[config.mk]
export PLATFORM = sky130hd
export DESIGN_NAME = booth_bist_ctrl
export DESIGN_NICKNAME = d
export VERILOG_FILES = /design/src/rtl/booth_bist_pkg.sv /design/src/rtl/bist_lfsr8.sv /design/src/rtl/booth_bist_ctrl.sv
export SDC_FILE = /design/constraint.sdc
export NUM_CORES = 1
export LEC_CHECK = 0
export BUFFER_PORTS_ARGS = -buffer_cell sky130_fd_sc_hd__buf_2
export CORE_MARGIN = 2
export CORE_UTILIZATION = 51
export CTS_CLUSTER_DIAMETER = 150
export CTS_CLUSTER_SIZE = 20
export DETAILED_ROUTE_END_ITERATION = 8
export PLACE_DENSITY = 0.75
export SETUP_SLACK_MARGIN = 0.1
export SYNTH_ARGS = -nofsm -noshare
export SYNTH_HDL_FRONTEND = slang
export SYNTH_SLANG_ARGS = --single-unit
[constraint.sdc]
create_clock -name clk -period 1.9 [get_ports clk]
set_clock_uncertainty 0.05 [all_clocks]
set_input_delay 0.19 -clock clk [delete_from_list [all_inputs] [get_ports clk]]
set_output_delay 0.19 -clock clk [all_outputs]
set_load 0.05 [all_outputs]
[src/rtl/booth_bist_pkg.sv]
`default_nettype none
// ============================================================================
// Module   : booth_bist_pkg
// Purpose  : Shared types, constants and helpers for the Booth multiplier
//            BIST controller: the FSM state encoding, the LFSR/MISR tap mask,
//            default parameter values and the shift-register next-state
//            function.
// Revision : 1.0 - initial release
// ============================================================================
package booth_bist_pkg;

    // Controller states, explicitly encoded on 3 bits.
    typedef enum logic [2:0] {
        IDLE    = 3'd0,
        ISSUE   = 3'd1,
        ARM     = 3'd2,
        WAIT    = 3'd3,
        COMPACT = 3'd4,
        CHECK   = 3'd5,
        FINISH  = 3'd6
    } state_t;

    // x^8 + x^6 + x^5 + x^4 + 1 in Fibonacci form: feedback is the XOR of
    // register bits 7, 5, 4 and 3.
    localparam logic [7:0] c_lfsr_taps = 8'hB8;

    localparam int         c_def_n_patterns = 16;
    localparam logic [7:0] c_def_lfsr_seed  = 8'hA5;
    localparam logic [7:0] c_def_golden_sig = 8'h00;
    localparam int         c_def_timeout    = 32;

    // One shift step: feedback enters at bit 0, then the parallel word is
    // folded in. With par = 0 this is a plain LFSR, otherwise a MISR.
    function automatic logic [7:0] lfsr_next(input logic [7:0] q,
                                             input logic [7:0] par);
        logic fb;
        fb = ^(q & c_lfsr_taps);
        return {q[6:0], fb} ^ par;
    endfunction

endpackage
`default_nettype wire

[src/rtl/bist_lfsr8.sv]
`default_nettype none
// ============================================================================
// Module   : bist_lfsr8
// Purpose  : 8-bit shift register usable as a pattern LFSR (par_in = 0) or
//            as a multiple-input signature register (par_in = data word).
// Ports    : clk    - clock, rising edge
//            rst    - synchronous active-high reset, loads seed
//            load   - load seed
//            seed   - value taken on rst or load
//            step   - advance one step, folding in par_in
//            par_in - parallel data word XORed into the shifted state
//            q      - current register contents
// Revision : 1.0 - initial release
// ============================================================================
module bist_lfsr8
    import booth_bist_pkg::*;
(
    input  logic       clk,
    input  logic       rst,
    input  logic       load,
    input  logic [7:0] seed,
    input  logic       step,
    input  logic [7:0] par_in,
    output logic [7:0] q
);

    logic [7:0] r_q;

    always_ff @(posedge clk) begin
        if (rst || load) begin
            r_q <= seed;
        end else if (step) begin
            r_q <= lfsr_next(r_q, par_in);
        end
    end

    assign q = r_q;

endmodule
`default_nettype wire

[src/rtl/booth_bist_ctrl.sv]
`default_nettype none
// ============================================================================
// Module   : booth_bist_ctrl
// Purpose  : Built-in self test controller for a 4x4 signed Booth multiplier.
//            An LFSR generates operand pairs, each product is compacted into
//            a MISR, and the final signature is compared against a golden
//            value. A per-operation busy timeout ends the run as a failure.
// Ports    : clk         - clock, rising edge
//            rst         - synchronous active-high reset
//            test        - level request, high starts and holds a run
//            mul_busy    - multiplier busy flag
//            mul_product - multiplier signed product
//            mul_a/mul_b - operands to the multiplier
//            mul_start   - one-cycle start pulse
//            done        - run finished (completion or timeout)
//            pass        - signature matched and no timeout
//            signature   - current MISR contents
// Revision : 1.0 - initial release
// ============================================================================
module booth_bist_ctrl
    import booth_bist_pkg::*;
#(
    parameter int         N_PATTERNS = c_def_n_patterns,
    parameter logic [7:0] LFSR_SEED  = c_def_lfsr_seed,
    parameter logic [7:0] GOLDEN_SIG = c_def_golden_sig,
    parameter int         TIMEOUT    = c_def_timeout
) (
    input  logic       clk,
    input  logic       rst,
    input  logic       test,
    input  logic       mul_busy,
    input  logic [7:0] mul_product,
    output logic [3:0] mul_a,
    output logic [3:0] mul_b,
    output logic       mul_start,
    output logic       done,
    output logic       pass,
    output logic [7:0] signature
);

    // Wait counter counts 0 .. TIMEOUT-1.
    localparam int c_wait_w = (TIMEOUT > 1) ? $clog2(TIMEOUT) : 1;

    state_t              r_state;
    logic [7:0]          r_pat_cnt;
    logic [c_wait_w-1:0] r_wait_cnt;

    logic       w_load;
    logic       w_step;
    logic       w_abort;
    logic [7:0] w_lfsr_q;
    logic [7:0] w_misr_q;
    logic [7:0] w_lfsr_next;
    logic [8:0] w_pat_next;

    // A dropped request anywhere mid-run returns to IDLE; IDLE and FINISH
    // handle a low request themselves.
    assign w_abort = !test && (r_state != IDLE) && (r_state != FINISH);

    assign w_load      = (r_state == IDLE) && test;
    // Compaction is suppressed on abort so the MISR keeps its value.
    assign w_step      = (r_state == COMPACT) && test;
    assign w_lfsr_next = lfsr_next(w_lfsr_q, 8'h00);
    assign w_pat_next  = {1'b0, r_pat_cnt} + 9'd1;

    bist_lfsr8 u_lfsr (
        .clk    (clk),
        .rst    (rst),
        .load   (w_load),
        .seed   (LFSR_SEED),
        .step   (w_step),
        .par_in (8'h00),
        .q      (w_lfsr_q)
    );

    bist_lfsr8 u_misr (
        .clk    (clk),
        .rst    (rst),
        .load   (w_load),
        .seed   (8'h00),
        .step   (w_step),
        .par_in (mul_product),
        .q      (w_misr_q)
    );

    assign signature = w_misr_q;

    always_ff @(posedge clk) begin
        if (rst) begin
            r_state    <= IDLE;
            r_pat_cnt  <= '0;
            r_wait_cnt <= '0;
            mul_a      <= '0;
            mul_b      <= '0;
            mul_start  <= 1'b0;
            done       <= 1'b0;
            pass       <= 1'b0;
        end else begin
            mul_start <= 1'b0;
            if (w_abort) begin
                r_state <= IDLE;
                done    <= 1'b0;
                pass    <= 1'b0;
            end else begin
                case (r_state)
                    IDLE: begin
                        if (test) begin
                            r_pat_cnt      <= '0;
                            r_wait_cnt     <= '0;
                            // The LFSR loads the seed on this same edge, so
                            // the operands are taken from the seed directly.
                            {mul_a, mul_b} <= LFSR_SEED;
                            mul_start      <= 1'b1;
                            r_state        <= ISSUE;
                        end
                    end
                    ISSUE: begin
                        r_state <= ARM;
                    end
                    ARM: begin
                        r_wait_cnt <= '0;
                        r_state    <= WAIT;
                    end
                    WAIT: begin
                        if (!mul_busy) begin
                            r_state <= COMPACT;
                        end else if (r_wait_cnt == c_wait_w'(TIMEOUT - 1)) begin
                            done    <= 1'b1;
                            pass    <= 1'b0;
                            r_state <= FINISH;
                        end else begin
                            r_wait_cnt <= r_wait_cnt + 1'b1;
                        end
                    end
                    COMPACT: begin
                        r_pat_cnt <= w_pat_next[7:0];
                        if (w_pat_next < 9'(N_PATTERNS)) begin
                            // LFSR steps on this edge; present its next value.
                            {mul_a, mul_b} <= w_lfsr_next;
                            mul_start      <= 1'b1;
                            r_state        <= ISSUE;
                        end else begin
                            r_state <= CHECK;
                        end
                    end
                    CHECK: begin
                        pass    <= (w_misr_q == GOLDEN_SIG);
                        done    <= 1'b1;
                        r_state <= FINISH;
                    end
                    FINISH: begin
                        if (!test) begin
                            done    <= 1'b0;
                            pass    <= 1'b0;
                            r_state <= IDLE;
                        end
                    end
                    default: begin
                        r_state <= IDLE;
                    end
                endcase
            end
        end
    end

    // A zero seed would lock the pattern generator at zero.
    a_seed_nonzero: assert property (@(posedge clk) LFSR_SEED != 8'h00)
        else $error("booth_bist_ctrl: LFSR_SEED must be nonzero");

endmodule
`default_nettype wire
==> flow_summary_export.csv, run 1 <==
group,metric,value,unit
setup_path,worst_reg2reg_path_startpoint,"r_wait_cnt[0]$_SDFFE_PP0P_",
final_layout,n_antenna_cell,0,
final_layout,filler_cell_count_in_the_final_layout,334,
yosys,synth.distinct_cells,48,
placed_design,detailedPlacementHpwl,3290,microns
clock_tree,cts_made_buffers,5,
die,floorplan.initialDensity,52.7,%
global_route,grt_pass1_vias,1719,
die,io_pins,31,
sta,timing.final.ws_setup,0.0988,ns
final_layout,synthToLayoutAreaGrowth,23.1,%
global_route,first_pass_grt_wire_length,7760,microns
global_route,overflow_left_after_global_routing,0,
routing,post_drt_wl_per_cell,14.1,microns
clock_tree,max-clock-path-buffers,2,
power_and_ir_drop,cell_area_power_density,656,nW/um^2
die,standard_cell_core_area,4000,sq um
worst_hold_path,holdCritPathClass,"in -> reg",
final_layout,multiInputGateArea,1210,sq um
sta,min_period,1.80,ns
die,num_rows,23,
setup_path,reg2reg_setup_slack,0.1,ns
setup_path,reg2reg_depth,8,
global_route,grt_antenna_before_repair,0,
clock_tree,clock_tree.root_cell,"clkbuf_8",
global_route,overall_fraction_of_global_route_tracks_in_use,22.2,%
yosys,synth-async-reset-ratio,0,%
yosys,synth.yosys.seq_area_share,40.8,%
final_layout,finish.utilization,64.9,%
die,die_area,4660,sq um
final_layout,stdcell_count,340,
worst_hold_path,holdCritStartpoint,"mul_product[6]",
yosys,synth-warning-count,0,
routing,drtPass1Iterations,4,
power_and_ir_drop,max-vdd-ir-drop,0.370,mV
final_layout,proportion_of_layout_cells_with_a_drive_suffix_above_1,29.3,%
die,die_h,68.3,microns
sta,worstMarginPinSlew,0.605,ns
power_and_ir_drop,cell_leakage_power,0.993,nW
yosys,synth_enable_flop_cells,0,
clock_tree,numClockSinks,43,
routing,drt-initial-drc-count,182,
yosys,synthesized_nets,263,
final_layout,fin_nets,305,
worst_hold_path,timing.hold.worst_endpoint,"u_misr.q[6]$_SDFFE_PP0P_",
setup_path,crit_type,"reg -> reg",
routing,remaining_antenna_violation_count_after_routing,0,
sta,drv_slew,0,
yosys,synthesis.area_per_instance,8.54,sq um
setup_path,worstSetupEndpointType,"flip-flop",
routing,vias_per_cell,5.55,
outcome,status,"complete, no violations",
clock_tree,clkTransAtPathRegs,0.09,ns
placed_design,preCtsSetupSlack,-0.0451,ns
yosys,post_synth_instance_area,2110,sq um
routing,routed_wl,4800,microns
global_route,maximum_number_of_pins_on_one_net_before_global_route_repair,20,
clock_tree,worst_skew_pair_later_pin_latency,0.29,ns
placed_design,io_buffer_count,30,
sta,fmax,555,MHz
clock_tree,post_cts_hold_buffer_count,0,
placed_design,post-place-cells,328,
sta,worst_slew_margin_rel,59.6,%
routing,via_count,1888,
setup_path,critPathRequiredTime,2.04,ns
sta,setup-violations-final,0,
routing,drt_drc,0,
sta,final-hold-violation-count,0,
yosys,synth_cells,247,
run,cap_viol_max_count,0,
power_and_ir_drop,p_total,1.70,mW
placed_design,gp_routability_congestion,0.818,
sta,share_of_the_clock_period_used_by_the_worst_path,94.8,%
setup_path,critPathLaunchType,"flip-flop",
setup_path,critPathMaxFanout,3,
setup_path,critical_path_arrival,1.94,ns
clock_tree,clock_tree_from_tritoncts,"yes",
clock_tree,cts_max_level,2,
final_layout,regArea,867,sq um
yosys,synthFlopType,"dfxtp_1",
sta,setup_repair_after_global_routing_missed_its_margin,"yes",
die,die_width,68.3,microns
yosys,ys_ff_latch,43,
worst_hold_path,count_of_cells_along_the_worst_hold_path,3,
setup_path,regToRegEndpoint,"r_state[2]$_SDFFE_PP0P_",
critical path, stage by stage (launching register included):
cell and delay, ns:
dfxtp_4 0.36, ha_4 0.15, and3_4 0.18, ha_4 0.15, nand3b_1 0.20, buf_6 0.17, a31o_4 0.21, o211a_1 0.12
o31a_1 0.09
cell type report:
cell class                 count  share of cell area (%)
timing repair buffer          51                    12.3
multi-input combinational    178                    46.7
inverter                      10                    1.45
tap                           50                    2.41
sequential                    43                    33.4
clock buffer                   6                    3.18
clock inverter                 2                   0.627
Yosys cell counts, drive strengths merged (2+ instances only):
cell / instances / area share (%)
a31oi: 3 / 0.89
a31o: 2 / 0.83
a21o: 2 / 0.71
xnor2: 10 / 4.2
nor4: 3 / 1.2
o21a: 2 / 0.71
buf: 9 / 3.2
inv: 10 / 1.8
ha: 4 / 2.4
dfxtp: 43 / 41
nand2: 36 / 6.4
a211oi: 7 / 2.5
o32ai: 4 / 1.7
o31a: 2 / 0.83
nor2b: 4 / 1.2
clkbuf: 7 / 1.2
nand3: 10 / 3.0
nand3b: 2 / 0.71
a21oi: 17 / 4.0
nor2: 18 / 3.2
and2: 5 / 1.5
xor2: 5 / 2.1
nand2b: 2 / 0.59
o21ai: 11 / 2.6
o221a: 4 / 2.1
and3: 2 / 0.59
nor3: 8 / 1.9
how the worst max path moves through the flow:
stage / start / to / slack, ns
floorplan: r_wait_cnt[0]$_SDFFE_PP0P_ / r_wait_cnt[3]$_SDFFE_PP0P_ / 0.12
global placement: r_wait_cnt[0]$_SDFFE_PP0P_ / r_state[2]$_SDFFE_PP0P_ / 0.006
detailed placement: r_wait_cnt[0]$_SDFFE_PP0P_ / r_state[2]$_SDFFE_PP0P_ / -0.05
CTS: r_wait_cnt[0]$_SDFFE_PP0P_ / r_wait_cnt[3]$_SDFFE_PP0P_ / 0.10
global route: r_wait_cnt[0]$_SDFFE_PP0P_ / r_wait_cnt[0]$_SDFFE_PP0P_ / 0.02
finish: r_wait_cnt[0]$_SDFFE_PP0P_ / r_state[2]$_SDFFE_PP0P_ / 0.1
kinds of logic (layout without fill, tap and decap cells):
group,after synthesis,count (layout),synth area share [%]
muxes,1,1,0.534
DFF,43,43,40.8
and+or+nand+nor,95,95,23.1
buffers and inverters,26,69,6.23
AOI/OAI and AO/OA,63,63,20.7
xor gates and xnor gates,15,15,6.23
adders and majority gates,4,4,2.37
metal layers:
| metal | vias up | part of all wire [%] | global-route usage (%) | wire length [microns] |
|---|---|---|---|---|
| met1 | 865 | 47 | 28.1 | 2250 |
| met4 | 0 | 1.7 | 7.25 | 81 |
| li1 | 953 | - | - | - |
| met3 | 12 | 5.0 | 5.26 | 238 |
| met2 | 58 | 47 | 36.9 | 2240 |
| met5 | - | 0 | 0 | 0 |
registers in the layout (all words and copies together) (netlist names):
| signal | cells |
|---|---|
| mul_start | 1 |
| mul_a | 4 |
| pass | 1 |
| u_misr.q | 8 |
| r_wait_cnt | 5 |
| r_state | 3 |
| mul_b | 4 |
| done | 1 |
| r_pat_cnt | 8 |
| u_lfsr.q | 8 |
cells in the final DEF, fill, tap and decap left out, types with 7 or more instances in the layout:
master	n
buf_2	30
xnor2_1	10
dfxtp_1	40
nand3_1	9
a21oi_1	16
nor2_1	17
a211oi_1	7
nand2_1	36
inv_1	10
buf_4	18
through the flow:
step | hold slack (ns) | TNS, ns | instance area (sq um)
after floorplan | 0.307 | 0 | 2120
after global placement | 0.410 | 0 | 2360
after detailed placement | 0.418 | -0.103 | 2360
after CTS | 0.130 | 0 | 2490
after global routing | 0.144 | 0 | 2600
final | 0.133 | 0 | 2600
power by group:
| group | internal, mW | switching [mW] | leakage (nW) | total (mW) |
|---|---|---|---|---|
| clock network | 0.297 | 0.321 | 0.0474 | 0.618 |
| logic | 0.0615 | 0.107 | 0.596 | 0.169 |
| registers | 0.910 | 0.00649 | 0.350 | 0.916 |
timing repair:
action                     CTS  global route
setup endpoints to repair    7            13
buffers inserted             2             2
pin swaps                    0            16
gates resized for setup      6            21
Note: power is estimated with default switching activity, not from simulation.
==> run 2: changes to the inputs <==
--- a/config.mk
+++ b/config.mk
@@ -7,11 +7,11 @@
 export LEC_CHECK = 0
 export BUFFER_PORTS_ARGS = -buffer_cell sky130_fd_sc_hd__buf_2
 export CORE_MARGIN = 2
-export CORE_UTILIZATION = 51
+export CORE_UTILIZATION = 60
 export CTS_CLUSTER_DIAMETER = 150
 export CTS_CLUSTER_SIZE = 20
 export DETAILED_ROUTE_END_ITERATION = 8
-export PLACE_DENSITY = 0.75
+export PLACE_DENSITY = 0.83
 export SETUP_SLACK_MARGIN = 0.1
 export SYNTH_ARGS = -nofsm -noshare
 export SYNTH_HDL_FRONTEND = slang
==> constraint.sdc (replaced) <==
create_clock -name clk -period 2.2 [get_ports clk]
set_clock_uncertainty 0.05 [all_clocks]
set_input_delay 0.22 -clock clk [delete_from_list [all_inputs] [get_ports clk]]
set_output_delay 0.22 -clock clk [all_outputs]
set_load 0.05 [all_outputs]
==> run 2 against run 1 <==
  * Critical path depth stayed put
  * Design area is 9.5% lower
  * Largest cell class unchanged
  * Sequential power is 13% lower
==> flow_summary_export.csv, run 2 (same netlist as run 1, synthesis figures left out) <==
group,metric,value,unit
global_route,overflow_left_after_global_routing,0,
sta,final-hold-violation-count,0,
power_and_ir_drop,cell_leakage_power,0.906,nW
final_layout,post-route-cell-area,2350,sq um
power_and_ir_drop,p_clk_share,31.7,%
final_layout,n_antenna_cell,0,
final_layout,regArea,861,sq um
sta,setup-violations-final,0,
global_route,grt_pass1_vias,1707,
power_and_ir_drop,max-vdd-ir-drop,0.526,mV
final_layout,mostFrequentLayoutCells,"dfxtp_1 (43), nand2_1 (36), buf_2 (30), nor2_1 (18), a21oi_1 (17)",
routing,post_drt_wl_per_cell,13.3,microns
routing,vias_per_cell,5.67,
final_layout,fin_nets,292,
routing,drt-initial-drc-count,121,
setup_path,critPathMaxFanout,6,
routing,drt_drc,0,
clock_tree,worst_skew_pair_later_pin_latency,0.37,ns
clock_tree,clkTransAtPathRegs,0.13,ns
clock_tree,clock_tree.root_cell,"clkbuf_4",
sta,worst_slew_margin_rel,61.9,%
sta,fmax,513,MHz
clock_tree,numClockSinks,43,
sta,drv_slew,0,
die,die_area,4000,sq um
die,standard_cell_core_area,3360,sq um
sta,setup_total_negative_slack,0,ns
routing,drtPass1Iterations,4,
final_layout,filler_cell_count_in_the_final_layout,300,
power_and_ir_drop,power_frac_comb,9.6,%
routing,routed_wl,4290,microns
global_route,first_pass_grt_wire_length,7490,microns
power_and_ir_drop,power.share.switching,27.0,%
clock_tree,clock_tree_from_tritoncts,"yes",
sta,worstMarginPinSlew,0.570,ns
sta,timing.final.ws_setup,0.251,ns
worst_hold_path,holdCritPathClass,"in -> reg",
clock_tree,ctsResizeCount,0,
worst_hold_path,holdCritStartpoint,"mul_product[2]",
routing,via_count,1831,
global_route,overall_fraction_of_global_route_tracks_in_use,23.5,%
clock_tree,cts_setup_buffers,0,
global_route,maximum_number_of_pins_on_one_net_before_global_route_repair,19,
die,floorplan.initialDensity,62.7,%
placed_design,gp_routability_congestion,0.846,
final_layout,proportion_of_layout_cells_with_a_drive_suffix_above_1,20.9,%
clock_tree,cts_max_level,2,
worst_hold_path,timing.hold.worst_endpoint,"u_misr.q[2]$_SDFFE_PP0P_",
setup_path,critical_path_arrival,2.16,ns
setup_path,reg2reg_depth,8,
final_layout,mostFrequentLayoutCell,"dfxtp_1",
clock_tree,max-clock-path-buffers,2,
die,io_pins,31,
routing,remaining_antenna_violation_count_after_routing,0,
outcome,status,"complete, no violations",
setup_path,crit_type,"reg -> reg",
die,die_h,63.3,microns
die,die_width,63.3,microns
placed_design,io_buffer_count,30,
placed_design,preCtsSetupSlack,0.280,ns
power_and_ir_drop,power.switching,0.365,mW
die,num_rows,21,
setup_path,worst_reg2reg_path_startpoint,"r_wait_cnt[0]$_SDFFE_PP0P_",
final_layout,multiInputGateArea,1120,sq um
worst_hold_path,count_of_cells_along_the_worst_hold_path,3,
sta,min_period,1.95,ns
setup_path,critPathLaunchType,"flip-flop",
setup_path,critPathRequiredTime,2.41,ns
clock_tree,post_cts_hold_buffer_count,0,
setup_path,regToRegEndpoint,"r_state[2]$_SDFFE_PP0P_",
setup_path,worstSetupEndpointType,"flip-flop",
final_layout,synthToLayoutAreaGrowth,11.5,%
power_and_ir_drop,part_of_the_power_in_registers,58.7,%
placed_design,detailedPlacementHpwl,2940,microns
setup_path,reg2reg_setup_slack,0.25,ns
power_and_ir_drop,p_int,0.990,mW
run,cap_viol_max_count,0,
sta,setup_repair_after_global_routing_missed_its_margin,"no",
global_route,grt_antenna_before_repair,0,
sta,share_of_the_clock_period_used_by_the_worst_path,88.6,%
clock_tree,cts_made_buffers,5,
placed_design,postPlaceCellArea,2280,sq um
power_and_ir_drop,cell_area_power_density,577,nW/um^2
[run 2: power groups by stage]
stage          Combinational, mW  Clock [mW]  Sequential, mW
6_report                   0.130       0.430           0.795
5_1_grt                    0.141       0.469           0.797
4_1_cts                    0.130       0.436           0.795
3_5_place_dp               0.129           0           0.813
3_3_place_gp               0.127           0           0.812
2_1_floorplan             0.0739           0           0.837
[run 2: stage by stage]
stage / hold slack (ns) / std cells / utilization, % / total power [mW]
after global routing: 0.0742 / 323 / 69.9 / 1.41
after detailed placement: 0.423 / 315 / 67.9 / 0.942
final: 0.0771 / 323 / 69.9 / 1.35
after CTS: 0.0613 / 323 / 69.9 / 1.36
after global placement: 0.408 / 315 / 67.9 / 0.939
after floorplan: 0.337 / 247 / - / 0.911
[run 2: area by class of cell]
class / instances / area share (%)
multi-input combinational: 178 / 47.5
sequential: 43 / 36.6
timing repair buffer: 38 / 8.95
tap: 46 / 2.45
clock buffer: 6 / 2.18
inverter: 10 / 1.60
clock inverter: 2 / 0.692
[run 2: how the worst max path moves through the flow]
| stage | start | endpoint | slack, ns | cells after the start |
|---|---|---|---|---|
| 6_report | r_wait_cnt[0]$_SDFFE_PP0P_ | r_state[2]$_SDFFE_PP0P_ | 0.25 | 8 |
| 5_1_grt | r_wait_cnt[0]$_SDFFE_PP0P_ | r_state[2]$_SDFFE_PP0P_ | 0.12 | 8 |
| 4_1_cts | r_wait_cnt[0]$_SDFFE_PP0P_ | r_state[2]$_SDFFE_PP0P_ | 0.26 | 8 |
| 3_5_place_dp | r_wait_cnt[0]$_SDFFE_PP0P_ | r_state[2]$_SDFFE_PP0P_ | 0.28 | 8 |
| 3_3_place_gp | r_wait_cnt[0]$_SDFFE_PP0P_ | r_state[2]$_SDFFE_PP0P_ | 0.33 | 8 |
| 2_1_floorplan | r_wait_cnt[0]$_SDFFE_PP0P_ | r_wait_cnt[3]$_SDFFE_PP0P_ | 0.38 | 8 |
[run 2: critical path, cell delays in order (launching register included)]
cell and delay [ns]:
dfxtp_1 0.37, ha_1 0.24, and3_1 0.19, ha_1 0.18, nand3b_1 0.17, buf_4 0.18, a21oi_1 0.14, nor2_1 0.05
o31a_1 0.29
[run 2: metal layers]
metal / vias to the layer above / global-route usage (%) / share of wire, %
li1: 927 / - / -
met1: 847 / 29.0 / 46
met2: 51 / 39.8 / 47
met3: 6 / 5.89 / 5.4
met4: 0 / 8.15 / 1.4
met5: - / 0 / 0
==> run 3: changes to the inputs <==
--- a/config.mk
+++ b/config.mk
@@ -5,14 +5,14 @@
 export SDC_FILE = /design/constraint.sdc
 export NUM_CORES = 1
 export LEC_CHECK = 0
+export ABC_AREA = 1
 export BUFFER_PORTS_ARGS = -buffer_cell sky130_fd_sc_hd__buf_2
 export CORE_MARGIN = 2
-export CORE_UTILIZATION = 60
+export CORE_UTILIZATION = 61
 export CTS_CLUSTER_DIAMETER = 150
 export CTS_CLUSTER_SIZE = 20
 export DETAILED_ROUTE_END_ITERATION = 8
-export PLACE_DENSITY = 0.83
-export SETUP_SLACK_MARGIN = 0.1
+export PLACE_DENSITY = 0.84
 export SYNTH_ARGS = -nofsm -noshare
 export SYNTH_HDL_FRONTEND = slang
 export SYNTH_SLANG_ARGS = --single-unit
==> run 3 against run 2 <==
  * Count of clock-buffer cells in the layout did not move
  * Synthesized area rose by 2.6%
  * Largest cell class unchanged
  * Hold slack improved by 0.027 ns
  * Die area rose by 0.87%
  * Maximum frequency rose by 7.5%
  * Highest routed layer unchanged
  * Non-clock buffer count fell by 7
  * Design area rose by 2.7%
  * Critical path depth rose by 1
  * Core utilization rose by 1.9 points
  * Sequential cell count did not move
  * Register-to-register slack improved by 0.14 ns
==> flow_summary_export.csv, run 3 <==
group,metric,value,unit
outcome,status,"complete, no violations",
setup_path,cp_common_cell,"nand2_1",
run,cap_viol_max_count,0,
yosys,synthesis.area_per_instance,7.14,sq um
sta,setup_total_negative_slack,0,ns
setup_path,worst_reg2reg_path_startpoint,"r_pat_cnt[1]$_SDFFE_PP0P_",
clock_tree,max-clock-path-buffers,2,
final_layout,filler_cell_count_in_the_final_layout,318,
die,num_rows,21,
clock_tree,cts_max_level,2,
placed_design,gp_routability_congestion,0.932,
global_route,overall_fraction_of_global_route_tracks_in_use,25.7,%
routing,via_count,2012,
routing,remaining_antenna_violation_count_after_routing,0,
yosys,synth-warning-count,0,
worst_hold_path,holdCritPathClass,"in -> reg",
setup_path,critical_path.slowest_cell,"dfxtp_1",
yosys,synth_enable_flop_cells,0,
final_layout,stdcell_count,381,
clock_tree,ctsResizeCount,0,
global_route,maximum_number_of_pins_on_one_net_before_global_route_repair,25,
sta,setup_repair_after_global_routing_missed_its_margin,"no",
routing,drtPass1Iterations,4,
routing,drt_drc,0,
clock_tree,cts_setup_buffers,0,
yosys,synth.most_common_cell,"nand2_1",
global_route,first_pass_grt_wire_length,8200,microns
clock_tree,clock_tree_from_tritoncts,"yes",
clock_tree,numClockSinks,43,
clock_tree,clkTransAtPathRegs,0.12,ns
yosys,post_synth_most_frequent_cells,"nand2_1 (75), a21oi_1 (43), dfxtp_1 (43)",
placed_design,post-place-cells,374,
sta,fin_hold_ws,0.104,ns
final_layout,synthToLayoutAreaGrowth,11.6,%
final_layout,proportion_of_layout_cells_with_a_drive_suffix_above_1,17.9,%
final_layout,fin_nets,351,
die,die_width,63.6,microns
global_route,overflow_left_after_global_routing,0,
die,io_pins,31,
clock_tree,worst_skew_pair_later_pin_latency,0.35,ns
setup_path,regToRegEndpoint,"mul_b[3]$_SDFFE_PP0P_",
routing,post_drt_wl_per_cell,12.0,microns
placed_design,detailedPlacementHpwl,3320,microns
power_and_ir_drop,p_total,1.53,mW
sta,fmax,552,MHz
yosys,synth.yosys.seq_area_share,39.8,%
power_and_ir_drop,cell_area_power_density,635,nW/um^2
yosys,post_synth_instance_area,2160,sq um
routing,vias_per_cell,5.28,
setup_path,critPathMaxFanout,5,
power_and_ir_drop,power_frac_comb,15.4,%
setup_path,critical_path_arrival,2.05,ns
global_route,grt_use_met3,6.25,%
routing,routed_wl,4580,microns
setup_path,worstSetupEndpointType,"flip-flop",
yosys,synth_cells,303,
placed_design,postPlaceCellArea,2340,sq um
yosys,yosysTopAreaCell,"dfxtp_1",
setup_path,critPathCapture,"mul_b[3]$_SDFFE_PP0P_",
global_route,grt_antenna_before_repair,0,
die,standard_cell_core_area,3360,sq um
global_route,grt_busiest_layer,"met2",
power_and_ir_drop,max-vdd-ir-drop,0.445,mV
power_and_ir_drop,part_of_the_power_in_registers,53.5,%
sta,worstMarginPinSlew,0.434,ns
setup_path,reg2reg_depth,9,
yosys,synth_top_cell_area_share,39.8,%
sta,setup-violations-final,0,
yosys,synthesized_nets,319,
yosys,synth-async-reset-ratio,0,%
power_and_ir_drop,cell_leakage_power,1.04,nW
sta,min_period,1.81,ns
yosys,ys_ff_latch,43,
setup_path,critPathLaunchType,"flip-flop",
final_layout,mostFrequentLayoutCell,"nand2_1",
final_layout,post-route-cell-area,2410,sq um
setup_path,crit_type,"reg -> reg",
power_and_ir_drop,p_int,1.10,mW
setup_path,critPathRequiredTime,2.44,ns
power_and_ir_drop,power.switching,0.430,mW
setup_path,timing.critical_path.slowest_cell_delay,0.40,ns
power_and_ir_drop,p_clk_share,31.1,%
global_route,grt_pass1_vias,1820,
power_and_ir_drop,power.share.switching,28.1,%
yosys,synthFlopType,"dfxtp_1",
yosys,synth.distinct_cells,32,
routing,drt-initial-drc-count,119,
sta,worst_slew_margin_rel,71.0,%
setup_path,crit_chain,"ha_1, nand3_1, nand2_1, nand2_1, nor2_1, nand2_1, nor2_2, nand4_1, a21oi_1",
global_route,groute.layer.met1.usage,33.0,%
die,die_h,63.6,microns
die,die_area,4040,sq um
final_layout,mostFrequentLayoutCells,"nand2_1 (75), a21oi_1 (43), dfxtp_1 (43), buf_2 (30), inv_1 (26)",
clock_tree,cts_made_buffers,5,
placed_design,io_buffer_count,30,
clock_tree,clock_tree.root_cell,"clkbuf_4",
setup_path,reg2reg_setup_slack,0.39,ns
sta,final-hold-violation-count,0,
clock_tree,post_cts_hold_buffer_count,0,
setup_path,crit_start,"r_pat_cnt[1]$_SDFFE_PP0P_",
sta,share_of_the_clock_period_used_by_the_worst_path,82.4,%
die,floorplan.initialDensity,64.3,%
global_route,fraction_of_met2_tracks_used_by_global_routing,41.3,%
sta,drv_slew,0,
final_layout,n_antenna_cell,0,
yosys,yosys-top-cells-area,"dfxtp_1 (40%), nand2_1 (13%), a21oi_1 (9.9%)",
## run 3: changes by cell type in the layout (fill, tap and decap cells not counted), sizes merged, moves of 10 or more
| cell | previous run | this run |
|---|---|---|
| a21oi | 17 | 43 |
| inv | 10 | 33 |
| nand2 | 36 | 81 |
| nor2 | 18 | 28 |
## run 3: cell families after synthesis
family / Yosys count / synth area share (%)
adders and majority gates: 4 / 2.31
xor gates and xnor gates: 11 / 4.45
DFF: 43 / 39.8
buffers and inverters: 40 / 7.69
AOI/OAI and AO/OA: 64 / 15.4
and+or+nand+nor: 141 / 30.3
## run 3: metal layers
layer / up-vias / routed length, microns / part of all wire [%]
met5: - / 0 / 0
met4: 0 / 64 / 1.4
met3: 7 / 269 / 5.9
met2: 62 / 2090 / 46
met1: 892 / 2160 / 47
li1: 1051 / - / -
## run 3: cell type report
cell class / instances / area, sq um / area share, %
multi-input cells: 220 / 1140 / 47.1
inverters: 34 / 130 / 5.39
repair buffers: 31 / 158 / 6.53
well taps: 46 / 57.6 / 2.38
clock inverters: 1 / 30.0 / 1.24
clock buffers: 6 / 41.3 / 1.71
flip-flops and latches: 43 / 861 / 35.7
## run 3: stage by stage
step / utilization, % / setup WS [ns]
finish: 71.8 / 0.388
global route: 71.8 / 0.198
CTS: 71.8 / 0.408
detailed placement: 69.6 / 0.439
global placement: 69.6 / 0.494
floorplan: - / 0.531
## run 3: how the worst min path moves through the flow
stage	start	to	cells past startpoint
after CTS	mul_product[2]	u_misr.q[2]$_SDFFE_PP0P_	4
after global placement	mul_b[3]$_SDFFE_PP0P_	mul_b[3]$_SDFFE_PP0P_	2
after global routing	mul_product[2]	u_misr.q[2]$_SDFFE_PP0P_	4
final	mul_product[2]	u_misr.q[2]$_SDFFE_PP0P_	4
after floorplan	test	mul_a[0]$_SDFFE_PP0P_	2
after detailed placement	mul_b[2]$_SDFFE_PP0P_	mul_b[2]$_SDFFE_PP0P_	2
## run 3: worst max-delay path, delay by kind of cell (launching register included)
family / cells / cell delay [ns]
AO/OA/AOI/OAI: 1 / 0.16
adder cells (fa/ha/maj): 1 / 0.21
AND/OR/NAND/NOR: 7 / 0.93
flip-flops: 1 / 0.40
## run 3: power by group through the flow
stage	sequential, mW	clock, mW	combinational (mW)
after global routing	0.825	0.528	0.260
after floorplan	0.880	0	0.135
after detailed placement	0.838	0	0.235
after global placement	0.837	0	0.231
after CTS	0.821	0.492	0.236
final	0.820	0.476	0.237
